[config.mk]
export PLATFORM = sky130hd
export DESIGN_NAME = s_axi4l_rd_channel
export DESIGN_NICKNAME = d
export VERILOG_FILES = /design/src/rtl/s_axi4l_rd_channel.sv
export SDC_FILE = /design/constraint.sdc
export NUM_CORES = 1
export LEC_CHECK = 0
export BUFFER_PORTS_ARGS = -buffer_cell sky130_fd_sc_hd__buf_4
export CORE_MARGIN = 8
export CORE_UTILIZATION = 35
export DETAILED_ROUTE_END_ITERATION = 8
export PLACE_DENSITY_LB_ADDON = 0.12
export SYNTH_ARGS = -nofsm -noshare
export SYNTH_HDL_FRONTEND = slang
export SYNTH_SLANG_ARGS = --single-unit
[constraint.sdc]
create_clock -name i_axi_clock -period 1.99 [get_ports i_axi_clock]
set_clock_uncertainty 0.1 [all_clocks]
set_input_delay 0.398 -clock i_axi_clock [delete_from_list [all_inputs] [get_ports i_axi_clock]]
set_output_delay 0.398 -clock i_axi_clock [all_outputs]
set_load 0.01 [all_outputs]
[src/rtl/s_axi4l_rd_channel.sv]
// rtl/s_axi4l_rd_channel.sv - AXI4-Lite slave read channel bridging AR/R to a register-file read port
// Optional read timeout (SLVERR on a missing data strobe) enabled by AXI4L_RD_TIMEOUT_EN.
module s_axi4l_rd_channel #(
   parameter int AXI_DATA_WIDTH = 32,
   parameter int AXI_ADDR_WIDTH = 4,
   parameter int TIMEOUT_CYCLES = 16
) (
   input  logic                      i_axi_clock,
   input  logic                      i_axi_aresetn,
   input  logic [AXI_ADDR_WIDTH-1:0] i_axi_araddr,
   input  logic [2:0]                i_axi_arprot,
   input  logic                      i_axi_araddr_valid,
   output logic                      o_axi_araddr_ready,
   output logic [AXI_DATA_WIDTH-1:0] o_axi_rdata,
   output logic [1:0]                o_axi_rresp,
   output logic                      o_axi_rvalid,
   input  logic                      i_axi_rready,
   output logic [AXI_ADDR_WIDTH-1:0] o_raddr,
   output logic                      o_rreq,
   input  logic [AXI_DATA_WIDTH-1:0] i_rdata,
   input  logic                      i_rdata_valid,
   input  logic                      i_rerr
);

   typedef enum logic [1:0] {IDLE, REQ, WAIT, RESP} state_t;

   state_t                    state;
   logic [AXI_ADDR_WIDTH-1:0] addr_q;
   logic [AXI_DATA_WIDTH-1:0] data_q;
   logic                      err_q;

`ifdef AXI4L_RD_TIMEOUT_EN
   localparam int CW = $clog2(TIMEOUT_CYCLES + 1);
   logic [CW-1:0] cnt;
`endif

   // Protection bits carry no meaning for this register slave.
   logic unused_ok;
   assign unused_ok = &{1'b0, i_axi_arprot, (TIMEOUT_CYCLES > 1)};

   assign o_raddr = addr_q;

   always_ff @(posedge i_axi_clock or negedge i_axi_aresetn) begin
      if (!i_axi_aresetn) begin
         state              <= IDLE;
         o_axi_araddr_ready <= 1'b0;
         o_axi_rvalid       <= 1'b0;
         o_axi_rdata        <= '0;
         o_axi_rresp        <= 2'b00;
         o_rreq             <= 1'b0;
         addr_q             <= '0;
         data_q             <= '0;
         err_q              <= 1'b0;
`ifdef AXI4L_RD_TIMEOUT_EN
         cnt                <= '0;
`endif
      end else begin
         o_rreq <= 1'b0;
         case (state)
            IDLE: begin
               o_axi_araddr_ready <= 1'b1;
               if (i_axi_araddr_valid && o_axi_araddr_ready) begin
                  addr_q             <= i_axi_araddr;
                  o_rreq             <= 1'b1;
                  o_axi_araddr_ready <= 1'b0;
                  state              <= REQ;
`ifdef AXI4L_RD_TIMEOUT_EN
                  cnt                <= '0;
`endif
               end
            end
            REQ, WAIT: begin
               // A strobe arriving on the timeout cycle still wins.
               if (i_rdata_valid) begin
                  data_q <= i_rdata;
                  err_q  <= i_rerr;
                  state  <= RESP;
               end
`ifdef AXI4L_RD_TIMEOUT_EN
               else if (cnt == CW'(TIMEOUT_CYCLES - 1)) begin
                  data_q <= '0;
                  err_q  <= 1'b1;
                  state  <= RESP;
               end
`endif
               else begin
                  state <= WAIT;
               end
`ifdef AXI4L_RD_TIMEOUT_EN
               if (cnt != CW'(TIMEOUT_CYCLES))
                  cnt <= cnt + 1'b1;
`endif
            end
            RESP: begin
               // First RESP cycle loads the R channel; handshake only once RVALID is visible.
               if (!o_axi_rvalid) begin
                  o_axi_rvalid <= 1'b1;
                  o_axi_rdata  <= data_q;
                  o_axi_rresp  <= err_q ? 2'b10 : 2'b00;
               end else if (i_axi_rready) begin
                  o_axi_rvalid       <= 1'b0;
                  o_axi_rdata        <= '0;
                  o_axi_rresp        <= 2'b00;
                  o_axi_araddr_ready <= 1'b1;
                  state              <= IDLE;
               end
            end
            default: state <= IDLE;
         endcase
      end
   end

endmodule

==> reports/results.txt, run 1 <==
worst reg2reg path depth: 5
DR WL/cell: 15.8 um
die area: 11500 sq um
htree depth: 3
flops & latches, synth: 75
Placer Congestion: 0.668
top_reg_cell synth: dfrtp_1
Mapped Nets: 229
Min-Delay Startpoint: i_rdata[20]
largest net degree at the start of global routing: 41
clock buffer depth: 2
Max VDD drop: 0.818 mV
adder-cell share of the synthesized area: 1.29%
mux contribution to synthesized area: 15.1%
root buffer cell: clkbuf_8
Worst-path clk slew: 0.08 ns
largest fanout on the critical path: 4
Hold Path End: data_q[20]
Core ar.: 8130 sq um
unrepaired setup endpoints after global routing: false
placed wire-length estimate: 4260 um
count of cell types in the netlist: 24
fillers: 717
pwr/cell area: 1660 nW/um^2
outcome: complete, no violations
Fin. Hold Viols: 0
total wire length: 5990 um
DR iter-0 viols: 32
Synth Area in XOR/XNOR: 0%
Hold WC Path Type: in2reg
GRT Util Overall: 11.2%
number of global-route vias before repair: 1958
number of CTS-inserted buffers: 9
Leak Pwr: 1.85 nW
Setup WS pre-CTS: 0.236 ns
Area Growth Syn to Fin: 31.7%
Worst Setup End Kind: register
most numerous cell in the Yosys netlist: dfrtp_1
Post-synth EDFFs: 0
Die Height: 107 um
Slew headroom: 36.4%
clock tree sinks: 75
Slew @ Worst Pin: 0.951 ns
post-synth top area share: 64.7%
Area contributors post-synth: dfrtp_1 65%, mux2_1 12%, a22o_1 10%
sequential area share after synthesis: 64.7%
Critical Path RT: 2.11 ns
ANT cells: 0
die width: 107 um
Commonest cells post-synth: 75 x dfrtp_1, 33 x a22o_1, 31 x mux2_1, 8 x buf_6, 8 x mux2_2
I/O Buffers: 81
critical path arrival: 1.88 ns
vias after detailed routing: 1750
Synth area leader: dfrtp_1
first-pass iteration count of the detailed router: 3
Worst Hold Path Cells: 2
asr flop ratio synth: 100%
DRC: 0
r2r setup slk: 0.22 ns
share of post-route cells with drive strength above 1: 42.7%
Slew Limit Fails: 0
max-cap viol count: 0
r2r startpoint: state[0]
worst-skew pair later-pin latency: 0.34 ns
setup TNS: 0 ns
Cells after Synth: 181
Max Fclk: 565 MHz
synthesized cell area: 2900 sq um
syn_area_per_cell: 16.0 sq um
CTS tree: built
Worst Setup Path Type: reg2reg
r2r endpoint: state[0]
post-route setup slack: 0.222 ns
Layout Nets: 317
remaining antenna violation count after routing: 0
largest family of logic cells by synthesized area: multiplexers
initial core utilization: 35.7%
number of synthesis warnings: 0
std cell rows: 33
post-CTS resize count: 0
Compound-Gate Fraction of Synth Area: 11.9%
final setup vio count: 0
initial antenna violation count: 0
CP Launch Type: register
fin crit share: 88.9%
vias per cell: 4.62
min cycle time layout: 1.77 ns
Synth Area in Simple Gates: 1.98%
Ports: 86
global-route wire length before repair: 10100 um
GRT overflow: 0
==> cell families after synthesis <==
group	Yosys count
buffers and inverters	16
other	1
DFF	75
muxes	39
and+or+nand+nor	8
adders and majority gates	3
AOI/OAI and AO/OA	39
==> per-stage QoR <==
step / cell area, sq um / power (mW) / std cells / utilization, % / hold slack [ns]
5_1_grt: 3820 / 6.82 / 379 / 46.9 / 0.132
6_report: 3820 / 6.35 / 379 / 46.9 / 0.163
3_5_place_dp: 3590 / 5.18 / 362 / 44.2 / 0.206
2_1_floorplan: 2900 / 4.22 / 181 / - / 0.00241
4_1_cts: 3820 / 6.48 / 379 / 46.9 / 0.142
3_3_place_gp: 3590 / 5.13 / 362 / 44.2 / 0.202
==> layout make-up <==
cell class | instances | area [sq um] | share of cell area, %
inverters | 5 | 18.8 | 0.491
flip-flops and latches | 75 | 1880 | 49.1
repair buffers | 88 | 688 | 18.0
clock inverters | 6 | 88.8 | 2.33
clock buffers | 10 | 128 | 3.34
well taps | 105 | 131 | 3.44
multi-input cells | 90 | 887 | 23.2
==> layer usage <==
| metal | track usage (%) | wire length, um | vias to the layer above |
|---|---|---|---|
| li1 | - | - | 830 |
| met1 | 13.9 | 2700 | 864 |
| met2 | 16.7 | 2770 | 50 |
| met3 | 5.76 | 455 | 6 |
| met4 | 3.32 | 67 | 0 |
| met5 | 0 | 0 | - |
==> worst max-delay path: stages, from the launching register on <==
cell and delay [ns]:
dfrtp_1 0.42, ha_1 0.23, buf_4 0.16, nor2b_4 0.13
a211oi_2 0.28, mux2_1 0.35
==> where the power goes <==
group / switching, mW / leakage, nW / internal, mW
logic: 1.04 / 0.820 / 1.36
clock network: 0.551 / 0.103 / 0.708
registers: 0.408 / 0.927 / 2.28
==> what timing repair did <==
action	in CTS	in global routing
hold buffers	1	0
setup endpoints to repair	0	0
endpoints found under the hold margin	19	0
buffers inserted	0	0
==> flip-flops by register name (all words and copies together) (netlist names) <==
signal / count
data_q: 32
o_axi_rdata: 32
o_raddr: 4
state: 2
err_q: 1
o_axi_araddr_ready: 1
o_axi_rresp: 1
o_axi_rvalid: 1
o_rreq: 1
==> placed cells by master, fill, tap and decap left out <==
master | Yosys | final
a211oi_2 | 1 | 1
a22o_1 | 33 | 33
buf_12 | 0 | 2
buf_4 | 2 | 85
bufinv_16 | 0 | 2
clkbuf_1 | 0 | 1
clkbuf_8 | 0 | 9
clkinv_2 | 0 | 1
clkinvlp_4 | 0 | 2
conb_1 | 1 | 1
dfrtp_1 | 75 | 75
dlygate4sd3_1 | 0 | 1
ha_1 | 3 | 3
inv_1 | 4 | 4
inv_2 | 1 | 1
inv_6 | 0 | 1
mux2_1 | 31 | 31
mux2_2 | 8 | 8
nand2_1 | 1 | 1
nand2_4 | 1 | 1
nand3_1 | 2 | 2
nor2_1 | 1 | 1
nor2b_2 | 1 | 2
nor2b_4 | 1 | 1
o21a_1 | 1 | 1
o21ai_0 | 1 | 1
o21ai_4 | 1 | 1
o31a_1 | 1 | 1
o31ai_1 | 1 | 1
==> worst max-delay path by stage <==
stage / from / to / slack [ns] / cells after the start
floorplan: state[0] / state[0] / 0.41 / 4
detailed placement: state[0] / o_axi_rdata[16] / 0.24 / 4
CTS: state[0] / o_axi_rdata[22] / 0.21 / 4
finish: state[0] / state[0] / 0.22 / 5
global route: state[0] / o_axi_rdata[22] / 0.04 / 4
global placement: state[0] / o_axi_rdata[22] / 0.24 / 4
Power figures use the tool's default switching activity.
==> inputs of run 2 (changes only) <==
--- a/config.mk
+++ b/config.mk
@@ -5,11 +5,13 @@
 export SDC_FILE = /design/constraint.sdc
 export NUM_CORES = 1
 export LEC_CHECK = 0
+export ABC_AREA = 1
 export BUFFER_PORTS_ARGS = -buffer_cell sky130_fd_sc_hd__buf_4
 export CORE_MARGIN = 8
 export CORE_UTILIZATION = 35
 export DETAILED_ROUTE_END_ITERATION = 8
 export PLACE_DENSITY_LB_ADDON = 0.12
+export SLEW_MARGIN = 25
 export SYNTH_ARGS = -nofsm -noshare
 export SYNTH_HDL_FRONTEND = slang
 export SYNTH_SLANG_ARGS = --single-unit
==> reports/results.txt, run 2 <==
Max VDD drop: 0.764 mV (-6.7%)
number of CTS-inserted buffers: 9 (unchanged)
Worst-path clk slew: 0.08 ns (about the same)
asr flop ratio synth: 100% (unchanged)
clock buffer depth: 2 (unchanged)
die width: 109 um (+1.8%)
vias after detailed routing: 2254 (+29%)
pwr/cell area: 1650 nW/um^2 (-0.59%)
Post-synth EDFFs: 0 (unchanged)
largest fanout on the critical path: 17 (+13)
fillers: 821 (+15%)
initial antenna violation count: 0 (unchanged)
Mapped Nets: 360 (+57%)
synthesized cell area: 3020 sq um (+4.3%)
DRC: 0 (unchanged)
Hold WC Path Type: in2reg
Worst Setup End Kind: register
DR WL/cell: 13.7 um (-13%)
Area Growth Syn to Fin: 32.6%
final setup vio count: 0 (unchanged)
htree depth: 3 (unchanged)
GRT overflow: 0 (unchanged)
design area: 4010 sq um (+5.0%)
Layout Nets: 447 (+41%)
syn_area_per_cell: 9.69 sq um (-40%)
GRT Util Overall: 12.7% (+1.4 points)
number of global-route vias before repair: 2416 (+23%)
share of post-route cells with drive strength above 1: 29.7% (-13 points)
std cell rows: 34 (+3.0%)
most common cell after layout, fill and taps aside: buf_4
CP Launch Type: register
largest net degree at the start of global routing: 39 (-4.9%)
I/O Buffers: 81 (unchanged)
Slew @ Worst Pin: 0.502 ns (-0.448 ns)
initial core utilization: 35.4% (-0.29 points)
min cycle time layout: 1.57 ns (-0.197 ns)
fin crit share: 79.0% (-9.9 points)
max-cap viol count: 0 (unchanged)
Core ar.: 8550 sq um (+5.1%)
DR iter-0 viols: 43 (+34%)
Synth area leader: dfrtp_1
Critical Path RT: 2.16 ns (+0.05 ns)
post-route setup slack: 0.418 ns (+0.197 ns)
global-route wire length before repair: 11800 um (+16%)
r2r setup slk: 0.42 ns (+0.20 ns)
remaining antenna violation count after routing: 0 (unchanged)
critical path arrival: 1.74 ns (-0.14 ns)
Die Height: 109 um (+1.8%)
post-synth top area share: 62.1% (-2.7 points)
Fin Hold WS: 0.146 ns (-0.0169 ns)
clock tree sinks: 75 (unchanged)
outcome: complete, no violations
placed wire-length estimate: 4820 um (+13%)
root buffer cell: clkbuf_8
count of cell types in the netlist: 18 (-25%)
Slew Limit Fails: 0 (unchanged)
Fin. Hold Viols: 0 (unchanged)
most frequent cells in the layout: 88 x buf_4, 75 x dfrtp_1, 64 x inv_1
vias per cell: 4.40 (-4.7%)
worst-skew pair later-pin latency: 0.35 ns (about the same)
Slew headroom: 66.5% (+30 points)
Leak Pwr: 2.14 nW (+15%)
first-pass iteration count of the detailed router: 4 (+1)
Area contributors post-synth: dfrtp_1 62%, inv_1 7.9%, nand2_1 5.5%
Max Fclk: 636 MHz (+13%)
flops & latches, synth: 75 (unchanged)
Slowest cell on crit path: dfrtp_1
sequential area share after synthesis: 62.1% (-2.7 points)
area of the multi-input gates: 812 sq um (-8.5%)
Overall Power: 6.63 mW (+4.4%)
critical path cell sequence: inv_1 > ha_1 > nand2_4 > buf_4 > nor2_1 > a21oi_1
Setup WS pre-CTS: 0.430 ns (+0.194 ns)
Commonest cells post-synth: 75 x dfrtp_1, 64 x inv_1, 44 x nand2_1, 24 x nor2_1, 24 x o22ai_1
setup TNS: 0 ns (unchanged)
Cells after Synth: 312 (+72%)
top_reg_cell synth: dfrtp_1
total wire length: 7020 um (+17%)
unrepaired setup endpoints after global routing: false
post-CTS resize count: 0 (unchanged)
ANT cells: 0 (unchanged)
CTS tree: built
Ports: 86 (unchanged)
Placer Congestion: 0.759 (+14%)
die area: 11900 sq um (+3.6%)
sequential cell area: 1880 sq um (unchanged)
number of synthesis warnings: 0 (unchanged)
Worst Setup Path Type: reg2reg
Placed Area: 3780 sq um (+5.4%)
Worst path max stage delay: 0.41 ns (about the same)
most numerous cell in the Yosys netlist: dfrtp_1
==> run 2: cell types whose count changed in the layout (fill, tap and decap cells not counted), moves of 20 or more <==
cell and delta:
mux2_1 -31, nor2_1 +23, inv_1 +60, o22ai_1 +24, nand3_1 +20, nand2_1 +43
a22o_1 -33
==> run 2: area by class of cell <==
class	instances	share of cell area, %
flip-flops and latches	75	46.8
well taps	108	3.37
repair buffers	92	18.2
clock buffers	9	3.09
multi-input cells	157	20.2
inverters	64	5.99
clock inverters	7	2.31
==> run 2: cells by family after synthesis <==
group                    synth area share [%]
AND/OR/NAND/NOR                          12.7
other                                   0.124
flip-flops                               62.1
AO/OA/AOI/OAI                            12.6
adder cells (fa/ha/maj)                  1.24
buffers and inverters                    11.3
==> run 2: layer usage <==
layer | track usage, % | vias up | routed length, um | part of all wire (%)
met3 | 4.79 | 11 | 514 | 7.3
met4 | 5.47 | 0 | 127 | 1.8
met5 | 0 | - | 0 | 0
met2 | 18.5 | 56 | 3080 | 44
li1 | - | 1152 | - | -
met1 | 16.4 | 1035 | 3300 | 47
==> run 2: final timing paths <==
check / endpoint / depth (start not counted) / startpoint
max: data_q[13] / 6 / state[0]
min: o_raddr[3] / 3 / i_axi_araddr[3]
max reg2reg: data_q[13] / 6 / state[0]
min in group asynchronous: o_axi_rdata[22] / 2 / i_axi_aresetn
max in group asynchronous: o_axi_araddr_ready / 3 / i_axi_aresetn
min reg2reg: data_q[1] / 2 / data_q[1]
==> run 2: power by group <==
group | switching, mW | total (mW) | internal (mW)
combinational | 1.55 | 2.79 | 1.23
clock | 0.568 | 1.27 | 0.703
sequential | 0.334 | 2.57 | 2.24
==> run 2: per-stage QoR <==
step | util (%) | std cells
floorplan | - | 312
global placement | 44.3 | 495
detailed placement | 44.3 | 495
CTS | 46.9 | 512
global route | 46.9 | 512
finish | 46.9 | 512
==> run 2: worst max-delay path: cells and delay by family (launching register included) <==
kind	cells	cell delay, ns
flops	1	0.41
simple gates	2	0.26
compound gates	1	0.11
fa+ha+maj	1	0.33
buf+inv	2	0.27
==> run 2: timing repair <==
| item | 4_1_cts | 5_1_grt |
|---|---|---|
| hold buffers | 1 | 0 |
| endpoints found under the setup margin | 0 | 0 |
| endpoints found under the hold margin | 37 | 0 |
| buffers inserted | 0 | 0 |
==> inputs of run 3 (changes only) <==
==> constraint.sdc (replaced) <==
create_clock -name i_axi_clock -period 1.4 [get_ports i_axi_clock]
set_clock_uncertainty 0.1 [all_clocks]
set_input_delay 0.28 -clock i_axi_clock [delete_from_list [all_inputs] [get_ports i_axi_clock]]
set_output_delay 0.28 -clock i_axi_clock [all_outputs]
set_load 0.01 [all_outputs]
==> reports/results.txt, run 3 (synthesized netlist as in run 2, its figures left out) <==
worst-skew pair later-pin latency: 0.34 ns (about the same)
ANT cells: 0 (unchanged)
I/O Buffers: 81 (unchanged)
final setup vio count: 0 (unchanged)
worst reg2reg path depth: 6 (unchanged)
Ports: 86 (unchanged)
Worst-path clk slew: 0.07 ns (about the same)
Area Growth Syn to Fin: 38.6%
clock buffer depth: 2 (unchanged)
Cell Int Power: 6.39 mW (+53%)
std cell rows: 34 (unchanged)
initial core utilization: 35.4% (unchanged)
largest net degree at the start of global routing: 76 (+95%)
number of global-route vias before repair: 2436 (+0.83%)
CP Launch Type: register
Die Height: 109 um (unchanged)
CTS tree: built
vias per cell: 4.41 (+0.23%)
Flop pwr share: 36.4% (-2.4 points)
DRC: 0 (unchanged)
busiest grt layer: met2
Worst path max stage delay: 0.37 ns (-0.04 ns)
r2r setup slk: 0.02 ns (-0.40 ns)
placed wire-length estimate: 4690 um (-2.7%)
htree depth: 3 (unchanged)
Min-Delay Startpoint: i_axi_araddr[3]
Leak Pwr: 2.20 nW (+2.7%)
root buffer cell: clkbuf_8
most frequent cells in the layout: 89 x buf_4, 75 x dfrtp_1, 64 x inv_1
Max VDD drop: 1.27 mV (+66%)
GRT Util Overall: 12.6% (-0.059 points)
Sw Share: 36.3% (-0.72 points)
Final Instance Count excl. Fillers: 519 (+1.4%)
vias after detailed routing: 2290 (+1.6%)
most common cell after layout, fill and taps aside: buf_4
number of CTS-inserted buffers: 9 (unchanged)
outcome: complete, no violations
GRT overflow: 0 (unchanged)
pwr/cell area: 2390 nW/um^2 (+45%)
Max Fclk: 722 MHz (+14%)
Worst Setup Path Type: reg2reg
DR WL/cell: 13.9 um (+1.2%)
share of post-route cells with drive strength above 1: 34.1% (+4.4 points)
fin crit share: 98.9% (+20 points)
total wire length: 7200 um (+2.6%)
fillers: 792 (-3.5%)
die width: 109 um (unchanged)
Placer Congestion: 0.749 (-1.3%)
cell total after placement: 500 (+1.0%)
remaining antenna violation count after routing: 0 (unchanged)
design area: 4190 sq um (+4.5%)
Clock power frac: 18.3% (-0.9 points)
Combinational Power Share: 45.3% (+3.3 points)
critical path arrival: 1.52 ns (-0.22 ns)
Hold WC Path Type: in2reg
Hold Path End: o_raddr[3]
die area: 11900 sq um (unchanged)
global-route wire length before repair: 11700 um (-0.77%)
initial antenna violation count: 0 (unchanged)
met2 Use GR: 18.4% (-0.087 points)
Slew Limit Fails: 0 (unchanged)
cell family with most CP delay: flip-flops
largest fanout on the critical path: 9 (-8)
Worst Setup End Kind: register
Placed Area: 3850 sq um (+1.7%)
Critical Path RT: 1.53 ns (-0.63 ns)
clock tree sinks: 75 (unchanged)
critical path cell sequence: inv_1 > ha_4 > nand2_8 > buf_12 > nor2_1 > a21oi_2
unrepaired setup endpoints after global routing: true
DR iter-0 viols: 59 (+37%)
sw power: 3.64 mW (+48%)
Core ar.: 8550 sq um (unchanged)
Buf+Inv Stages, Crit Path: 2 (unchanged)
r2r endpoint: data_q[17]
setup TNS: 0 ns (unchanged)
first-pass iteration count of the detailed router: 4 (unchanged)
r2r startpoint: state[1]
Slowest cell on crit path: dfrtp_1
max-cap viol count: 0 (unchanged)
Layout Nets: 454 (+1.6%)
min cycle time layout: 1.38 ns (-0.188 ns)
met3 GRT Util: 4.49% (-0.30 points)
GRT met1 Usage: 16.0% (-0.39 points)
Worst Hold Path Cells: 3 (unchanged)
Fin. Hold Viols: 0 (unchanged)
[run 3: power groups by stage]
stage | combinational (mW) | clock (mW) | sequential (mW)
finish | 4.54 | 1.83 | 3.65
global route | 5.06 | 2.01 | 3.77
CTS | 4.30 | 1.91 | 3.66
detailed placement | 4.22 | 0 | 3.69
global placement | 4.16 | 0 | 3.67
floorplan | 2.22 | 0 | 3.85
[run 3: layout make-up]
cell class                      instances  area (sq um)  share of cell area, %
Sequential cell                        75          1880                   44.8
Tap cell                              108           135                   3.22
Multi-Input combinational cell        157           871                   20.8
Inverter                               64           240                   5.73
Timing Repair Buffer                   99           851                   20.3
Clock inverter                          4          73.8                   1.76
Clock buffer                           12           145                   3.46
[run 3: worst max-delay path by stage]
stage                     startpoint         end  slack [ns]  depth (start not counted)
after floorplan             state[0]  data_q[19]        0.02                          6
after global placement      state[0]    state[0]       -0.02                          6
after detailed placement    state[0]    state[0]       -0.04                          6
after CTS                   state[1]  data_q[21]     -0.0004                          6
after global routing        state[1]  data_q[23]       -0.06                          6
final                       state[1]  data_q[17]        0.02                          6
[run 3: what timing repair did]
action | in CTS | in global routing
hold buffers | 1 | 0
pin swaps | 1 | 1
hold endpoints to repair | 75 | 0
buffers inserted | 0 | 0
cloned | 0 | 2
gates resized for setup | 3 | 16
setup endpoints to repair | 22 | 62
[run 3: tightest hold or removal path, stage by stage]
cell,delay [ns]
buf_4,0.08
nand2_1,0.04
nand2_1,0.04
[run 3: stage by stage]
stage	total power, mW	util [%]	setup WS, ns	hold WS, ns
final	10.0	49.0	0.0159	0.0307
after global routing	10.8	49.0	-0.0592	0.0134
after CTS	9.86	47.8	-0.000407	0.00644
after detailed placement	7.91	45.0	-0.0436	0.237
after global placement	7.83	45.0	-0.0207	0.236
after floorplan	6.07	-	0.0238	-0.116
[run 3: metal layers]
layer | up-vias | wire [um]
met5 | - | 0
met4 | 0 | 131
met3 | 9 | 555
met2 | 51 | 3190
met1 | 1070 | 3320
li1 | 1160 | -
